<file path="src/rtl/pc_sequencer_if.sv">
// Bus bundle for pc_sequencer: control/datapath inputs and PC/RAS status outputs.
// slave  : the sequencer side
// master : the control FSM / datapath side driving it
interface pc_sequencer_if #(
   parameter int unsigned PC_W = 32
);
   logic            pc_write;
   logic            pc_write_cond;
   logic            zero;
   logic [1:0]      pc_src;
   logic [PC_W-1:0] alu_out;
   logic [PC_W-1:0] jump_tgt;
   logic            call;
   logic [PC_W-1:0] pc;
   logic [PC_W-1:0] pc_old;
   logic            ras_empty;
   logic            ras_full;
   logic            ras_ovf;
   logic            ras_unf;
   logic            misalign_err;

   modport slave (
      input  pc_write, pc_write_cond, zero, pc_src, alu_out, jump_tgt, call,
      output pc, pc_old, ras_empty, ras_full, ras_ovf, ras_unf, misalign_err
   );

   modport master (
      output pc_write, pc_write_cond, zero, pc_src, alu_out, jump_tgt, call,
      input  pc, pc_old, ras_empty, ras_full, ras_ovf, ras_unf, misalign_err
   );
endinterface

</file>
<file path="src/rtl/pc_sequencer.sv">
// Program-counter unit: PC / pre-update PC registers, next-PC mux and a
// circular return-address stack (RAS) for call/return.
// Optional feature macro: PC_ALIGN_CHECK_EN -- suppresses updates to targets
// not aligned to STEP and raises a sticky misalign_err.
module pc_sequencer #(
   parameter int unsigned           PC_W      = 32,
   parameter logic [PC_W-1:0]       RESET_VEC = '0,
   parameter int unsigned           STEP      = 4,
   parameter int unsigned           RAS_DEPTH = 4
) (
   input  logic           clk,
   input  logic           rst_n,
   pc_sequencer_if.slave  bus
);

   localparam int unsigned         PTR_W    = $clog2(RAS_DEPTH);
   localparam int unsigned         CNT_W    = PTR_W + 1;
   localparam logic [PC_W-1:0]     STEP_V   = PC_W'(STEP);
   localparam logic [CNT_W-1:0]    CNT_FULL = CNT_W'(RAS_DEPTH);

   logic [PC_W-1:0]  pc_q, pc_d;
   logic [PC_W-1:0]  old_q, old_d;
   logic [PC_W-1:0]  ras_q [RAS_DEPTH];
   logic [PTR_W-1:0] top_q, top_d;
   logic [CNT_W-1:0] cnt_q, cnt_d;
   logic             ovf_q, ovf_d;
   logic             unf_q, unf_d;

   logic             wr_en;
   logic [PTR_W-1:0] wr_idx;
   logic [PC_W-1:0]  wr_data;

   logic             upd, push, pop, empty, full, go, misalign;
   logic [PC_W-1:0]  pc_inc, nxt;

   assign upd   = bus.pc_write | (bus.pc_write_cond & bus.zero);
   assign push  = upd & bus.call;
   assign pop   = upd & (bus.pc_src == 2'b11);
   assign empty = (cnt_q == '0);
   assign full  = (cnt_q == CNT_FULL);

   // next-PC source mux; a pop on an empty stack falls back to sequential
   always_comb begin
      pc_inc = pc_q + STEP_V;
      nxt    = pc_inc;
      unique case (bus.pc_src)
         2'b00: nxt = pc_inc;
         2'b01: nxt = bus.alu_out;
         2'b10: nxt = bus.jump_tgt;
         2'b11: nxt = empty ? pc_inc : ras_q[top_q];
      endcase
   end

`ifdef PC_ALIGN_CHECK_EN
   localparam logic [PC_W-1:0] ALIGN_MASK = PC_W'(STEP - 1);

   logic mis_q;
   logic sel_inc;

   // sequential increments never fault, only loaded targets are checked
   always_comb begin
      sel_inc  = (bus.pc_src == 2'b00) || ((bus.pc_src == 2'b11) && empty);
      misalign = upd && !sel_inc && ((nxt & ALIGN_MASK) != '0);
   end

   // sticky alignment trap flag
   always_ff @(posedge clk or negedge rst_n) begin
      if (!rst_n) mis_q <= 1'b0;
      else if (misalign) mis_q <= 1'b1;
   end

   assign bus.misalign_err = mis_q;
`else
   assign misalign         = 1'b0;
   assign bus.misalign_err = 1'b0;
`endif

   assign go = upd & ~misalign;

   // PC and RAS next-state; push+pop on a non-empty stack swaps the top entry
   // in place so count and pointer stay put
   always_comb begin
      pc_d    = pc_q;
      old_d   = old_q;
      top_d   = top_q;
      cnt_d   = cnt_q;
      ovf_d   = ovf_q;
      unf_d   = unf_q;
      wr_en   = 1'b0;
      wr_idx  = top_q;
      wr_data = pc_inc;
      if (go) begin
         pc_d  = nxt;
         old_d = pc_q;
         if (push && pop && !empty) begin
            wr_en  = 1'b1;
            wr_idx = top_q;
         end else if (push) begin
            wr_en  = 1'b1;
            wr_idx = top_q + PTR_W'(1);
            top_d  = top_q + PTR_W'(1);
            if (full) ovf_d = 1'b1;
            else      cnt_d = cnt_q + CNT_W'(1);
         end else if (pop && !empty) begin
            top_d = top_q - PTR_W'(1);
            cnt_d = cnt_q - CNT_W'(1);
         end
         if (pop && empty) unf_d = 1'b1;
      end
   end

   // state registers; reset discards the stack immediately
   always_ff @(posedge clk or negedge rst_n) begin
      if (!rst_n) begin
         pc_q  <= RESET_VEC;
         old_q <= RESET_VEC;
         top_q <= '0;
         cnt_q <= '0;
         ovf_q <= 1'b0;
         unf_q <= 1'b0;
         for (int unsigned i = 0; i < RAS_DEPTH; i++) ras_q[i] <= '0;
      end else begin
         pc_q  <= pc_d;
         old_q <= old_d;
         top_q <= top_d;
         cnt_q <= cnt_d;
         ovf_q <= ovf_d;
         unf_q <= unf_d;
         if (wr_en) ras_q[wr_idx] <= wr_data;
      end
   end

   assign bus.pc        = pc_q;
   assign bus.pc_old    = old_q;
   assign bus.ras_empty = empty;
   assign bus.ras_full  = full;
   assign bus.ras_ovf   = ovf_q;
   assign bus.ras_unf   = unf_q;

endmodule
</file>
<file path="src/flat_wrapper.sv">
// flat-port wrapper written by rule: the top's interface ports become plain ports
module pc_sequencer_flat 
#(
   parameter int unsigned           PC_W      = 32,
   parameter logic [PC_W-1:0]       RESET_VEC = '0,
   parameter int unsigned           STEP      = 4,
   parameter int unsigned           RAS_DEPTH = 4
)
  (clk, rst_n, bus_pc_write, bus_pc_write_cond, bus_zero, bus_pc_src, bus_alu_out, bus_jump_tgt, bus_call, bus_pc, bus_pc_old, bus_ras_empty, bus_ras_full, bus_ras_ovf, bus_ras_unf, bus_misalign_err);
  pc_sequencer_if #(.PC_W(PC_W)) bus_i ();
  input  logic clk;
  input  logic rst_n;
  input wire logic [$bits(bus_i.pc_write)-1:0] bus_pc_write;
  input wire logic [$bits(bus_i.pc_write_cond)-1:0] bus_pc_write_cond;
  input wire logic [$bits(bus_i.zero)-1:0] bus_zero;
  input wire logic [$bits(bus_i.pc_src)-1:0] bus_pc_src;
  input wire logic [$bits(bus_i.alu_out)-1:0] bus_alu_out;
  input wire logic [$bits(bus_i.jump_tgt)-1:0] bus_jump_tgt;
  input wire logic [$bits(bus_i.call)-1:0] bus_call;
  output wire logic [$bits(bus_i.pc)-1:0] bus_pc;
  output wire logic [$bits(bus_i.pc_old)-1:0] bus_pc_old;
  output wire logic [$bits(bus_i.ras_empty)-1:0] bus_ras_empty;
  output wire logic [$bits(bus_i.ras_full)-1:0] bus_ras_full;
  output wire logic [$bits(bus_i.ras_ovf)-1:0] bus_ras_ovf;
  output wire logic [$bits(bus_i.ras_unf)-1:0] bus_ras_unf;
  output wire logic [$bits(bus_i.misalign_err)-1:0] bus_misalign_err;
  assign bus_i.pc_write = bus_pc_write;
  assign bus_i.pc_write_cond = bus_pc_write_cond;
  assign bus_i.zero = bus_zero;
  assign bus_i.pc_src = bus_pc_src;
  assign bus_i.alu_out = bus_alu_out;
  assign bus_i.jump_tgt = bus_jump_tgt;
  assign bus_i.call = bus_call;
  assign bus_pc = bus_i.pc;
  assign bus_pc_old = bus_i.pc_old;
  assign bus_ras_empty = bus_i.ras_empty;
  assign bus_ras_full = bus_i.ras_full;
  assign bus_ras_ovf = bus_i.ras_ovf;
  assign bus_ras_unf = bus_i.ras_unf;
  assign bus_misalign_err = bus_i.misalign_err;
  pc_sequencer #(.PC_W(PC_W), .RESET_VEC(RESET_VEC), .STEP(STEP), .RAS_DEPTH(RAS_DEPTH)) u_core (.clk(clk), .rst_n(rst_n), .bus(bus_i));
endmodule
</file>
<file path="config.mk">
export PLATFORM = sky130hd
export DESIGN_NAME = pc_sequencer_flat
export DESIGN_NICKNAME = d
export VERILOG_FILES = /design/src/rtl/pc_sequencer_if.sv /design/src/rtl/pc_sequencer.sv /design/src/flat_wrapper.sv
export SDC_FILE = /design/constraint.sdc
export NUM_CORES = 1
export LEC_CHECK = 0
export ABC_AREA = 0
export CELL_PAD_IN_SITES_DETAIL_PLACEMENT = 2
export CELL_PAD_IN_SITES_GLOBAL_PLACEMENT = 2
export CORE_ASPECT_RATIO = 0.6
export CORE_MARGIN = 4
export CORE_UTILIZATION = 31
export DETAILED_ROUTE_END_ITERATION = 6
export GPL_ROUTABILITY_DRIVEN = 1
export PLACE_DENSITY = 0.86
export SLEW_MARGIN = 20
export SYNTH_ARGS = -nofsm -noshare
export SYNTH_HDL_FRONTEND = slang
export SYNTH_SLANG_ARGS = --single-unit
export TNS_END_PERCENT = 100
</file>
<file path="constraint.sdc">
create_clock -name clk -period 2.05 [get_ports clk]
set_input_delay 0.615 -clock clk [delete_from_list [all_inputs] [get_ports clk]]
set_output_delay 0.615 -clock clk [all_outputs]
set_load 0.005 [all_outputs]
</file>
==> metrics.txt <==
Worst Setup End Kind=flip-flop; Core Util, Final=0.544; Root Driver=clkbuf_16; global-route wire length before repair=90,600 µm; worst reg2reg endpoint=u_core.cnt_q[0]; Clock Tree Buf Depth=2; critical-path cell list=buf_6 > buf_6 > buf_4 > o311a_4 > buf_8 > nor2_1 > nand2_1 > a21oi_1 > xor2_1; Num CTS Buffers=17; worst setup path category=flip-flop to flip-flop; Final min period=2.59 ns; TNS Setup=-43.82 ns; hold slack=0.0650 ns; CP top delay family=buffers and inverters; worst-case reg-to-reg path depth=9; Clock power frac=0.139; Switching Share=0.496; Cell Area, Synth=9860 µm²; Peak VDD IR=0.686 mV; area leader, netlist=dfrtp_1; Max Cap Viol=0; Final #Nets=1,425; FFs w/ async S/R, synth=1.00; failing checks=negative setup slack; number of global-route vias before repair=11,800; Comb power frac=0.577; Netlist cell types=72; hold-fix buffers at CTS=0; CP Max Fanout=13; DRT Pass-1 Iters=5; Core ar.=31,300 µm²; clk slew on worst S/H paths=0.10 ns; CTS Sinks=199; initial antenna violation count=6; Routed wire per std cell=46.2 µm; fin crit share=1.27; final RePlAce weighted congestion=0.860; hold crit path type=input port to asynchronous set/reset pin; DRC Markers=0; gr usage total=0.357; actual slew at the worst max-slew pin=1.27 ns; sequential power share=0.283; Slew Limit Headroom=0.149; Syn. warnings=0; Die Height=146 µm; Post-synth EDFFs=0; Syn Inst Count=984; die area=34,800 µm²; Fillers=2,967; skew final=0.0302 ns; Routed WL=82,400 µm; DP Cell Count=1,610; pre-CTS setup slack=-0.815 ns; CP max stage delay=0.46 ns; Post-DP Area=12,800 µm²; Critical Path Sink=u_core.cnt_q[0]; Final Power=28.7 mW; CP startpoint kind=flip-flop; Initial Util=0.315; syn avg cell area=10.0 µm²; setup ws final=-0.544 ns; H-Tree Depth=4; CP arrival=2.94 ns; CTS tree=built; Ports=141; via count=12,100; Slew Limit Fails=0; fin cells=1,784; Fin. Hold Viols=0; worst r2r src=u_core.cnt_q[2]; die width=238 µm; DR vias/cell=6.80; Req. time, crit path=2.39 ns; slowest library cell on the worst path=dfrtp_1; layout cells sized above 1=0.496; design area=17,000 µm²; clk_lat worst skew=0.52 ns; final antenna-violating net count=0; drt first-iter violations=2,037; top_reg_cell synth=dfrtp_1; Yosys top cell area share=0.505; Leak=7.09 nW; total gr overflow=0; RSZ-0062 raised after global routing=yes; outcome=complete, but fails checks; setup violators final=184; Seq cells post-synth=199; P_sw=14.3 mW; # rows=50; syn_nets=1,058; cell mode on critical path=buf_6; PortBufs=139; largest net degree at the start of global routing=48; Bufs and invs on worst path=4; Max Fclk=0.386 GHz; synth-to-layout area growth=72.7%; P per Cell Area=1690 nW/µm²; Internal=14.5 mW; HPWL Detailed=32,700 µm; Critical Path Start=u_core.cnt_q[2]; flop-to-flop setup slack=-0.54 ns; sequential area share after synthesis=0.505; stages on the worst setup path=9; Area contributors post-synth=dfrtp_1 50%, mux4_2 7.3%, a21oi_1 6.3%
-- Yosys cell counts (all sizes together), types with 14 or more instances --
cell and n:
dfrtp 199, nand2 149, a21oi 128, nor2 110
buf 55, o21ai 53, mux4 32, clkbuf 24
xnor2 23, nand3 18, a22o 16, inv 16
nand4 14
-- worst min path at each step --
stage | startpoint | to | slack, ns
global placement | u_core.bus.ras_unf | u_core.bus.ras_unf | 0.44
finish | rst_n | u_core.bus.pc_old[7] | 0.07
floorplan | rst_n | u_core.bus.pc[0] | 0.32
global route | rst_n | u_core.bus.pc[7] | 0.09
detailed placement | u_core.bus.ras_unf | u_core.bus.ras_unf | 0.46
CTS | rst_n | u_core.bus.pc[13] | 0.12
-- power groups by stage --
| stage | clock [mW] | sequential, mW | combinational [mW] |
|---|---|---|---|
| detailed placement | 0 | 6.98 | 9.18 |
| finish | 4.00 | 8.14 | 16.6 |
| CTS | 3.67 | 7.04 | 11.1 |
| global placement | 0 | 6.78 | 8.47 |
| global route | 4.12 | 8.06 | 16.6 |
| floorplan | 0 | 6.58 | 4.60 |
-- layout by cell type, fill, tap and decap left out, drive strengths merged, types with 8 or more instances in the layout --
| cell | count |
|---|---|
| nand4 | 14 |
| a21oi | 128 |
| nor3 | 12 |
| nand2 | 149 |
| xor2 | 10 |
| nand3 | 18 |
| a221oi | 9 |
| dlygate4sd2 | 28 |
| xnor2 | 23 |
| dfrtp | 199 |
| mux2 | 12 |
| clkdlybuf4s50 | 96 |
| a22o | 16 |
| o21ai | 53 |
| o22ai | 8 |
| dlymetal6s2s | 9 |
| nor2 | 110 |
| inv | 24 |
| mux4 | 32 |
| buf | 277 |
| clkbuf | 34 |
-- state kept, by name (all words and copies together), names as in the netlist --
| register | flops |
|---|---|
| u_core.bus.pc_old | 32 |
| u_core.top_q | 2 |
| u_core.ras_q | 128 |
| u_core.bus.ras_unf | 1 |
| u_core.cnt_q | 3 |
| u_core.bus.pc | 32 |
| u_core.bus.ras_ovf | 1 |
-- repair_timing --
item / 4_1_cts / 5_1_grt
buffers inserted: 59 / 66
gates cloned: 5 / 15
endpoints found under the hold margin: 0 / 0
resized for setup: 215 / 371
setup endpoints to repair: 195 / 186
pin swaps: 30 / 60
-- metal layers --
| layer | share of wire | routed length, µm | track usage |
|---|---|---|---|
| met5 | 0.00069 | 57 | 0 |
| met4 | 0.078 | 6430 | 0.179 |
| met3 | 0.13 | 10800 | 0.0827 |
| met2 | 0.42 | 34500 | 0.569 |
| met1 | 0.37 | 30600 | 0.458 |
-- logic make-up after synthesis --
group,share of synthesized area
muxes,0.0908
DFF,0.505
buffers and inverters,0.0477
xor gates and xnor gates,0.0301
adders and majority gates,0.00330
other,0.000380
and+or+nand+nor,0.150
AOI/OAI and AO/OA,0.173
-- layout make-up --
type	instances	area, µm²	area share
clock buffer	18	439	0.0258
antenna	5	12.5	0.000735
timing repair buffer	427	4610	0.271
tap	416	520	0.0306
inverter	17	67.6	0.00397
clock inverter	13	156	0.00918
multi-input combinational	689	6230	0.366
sequential	199	5000	0.294
Note: power is estimated with default switching activity, not from simulation.
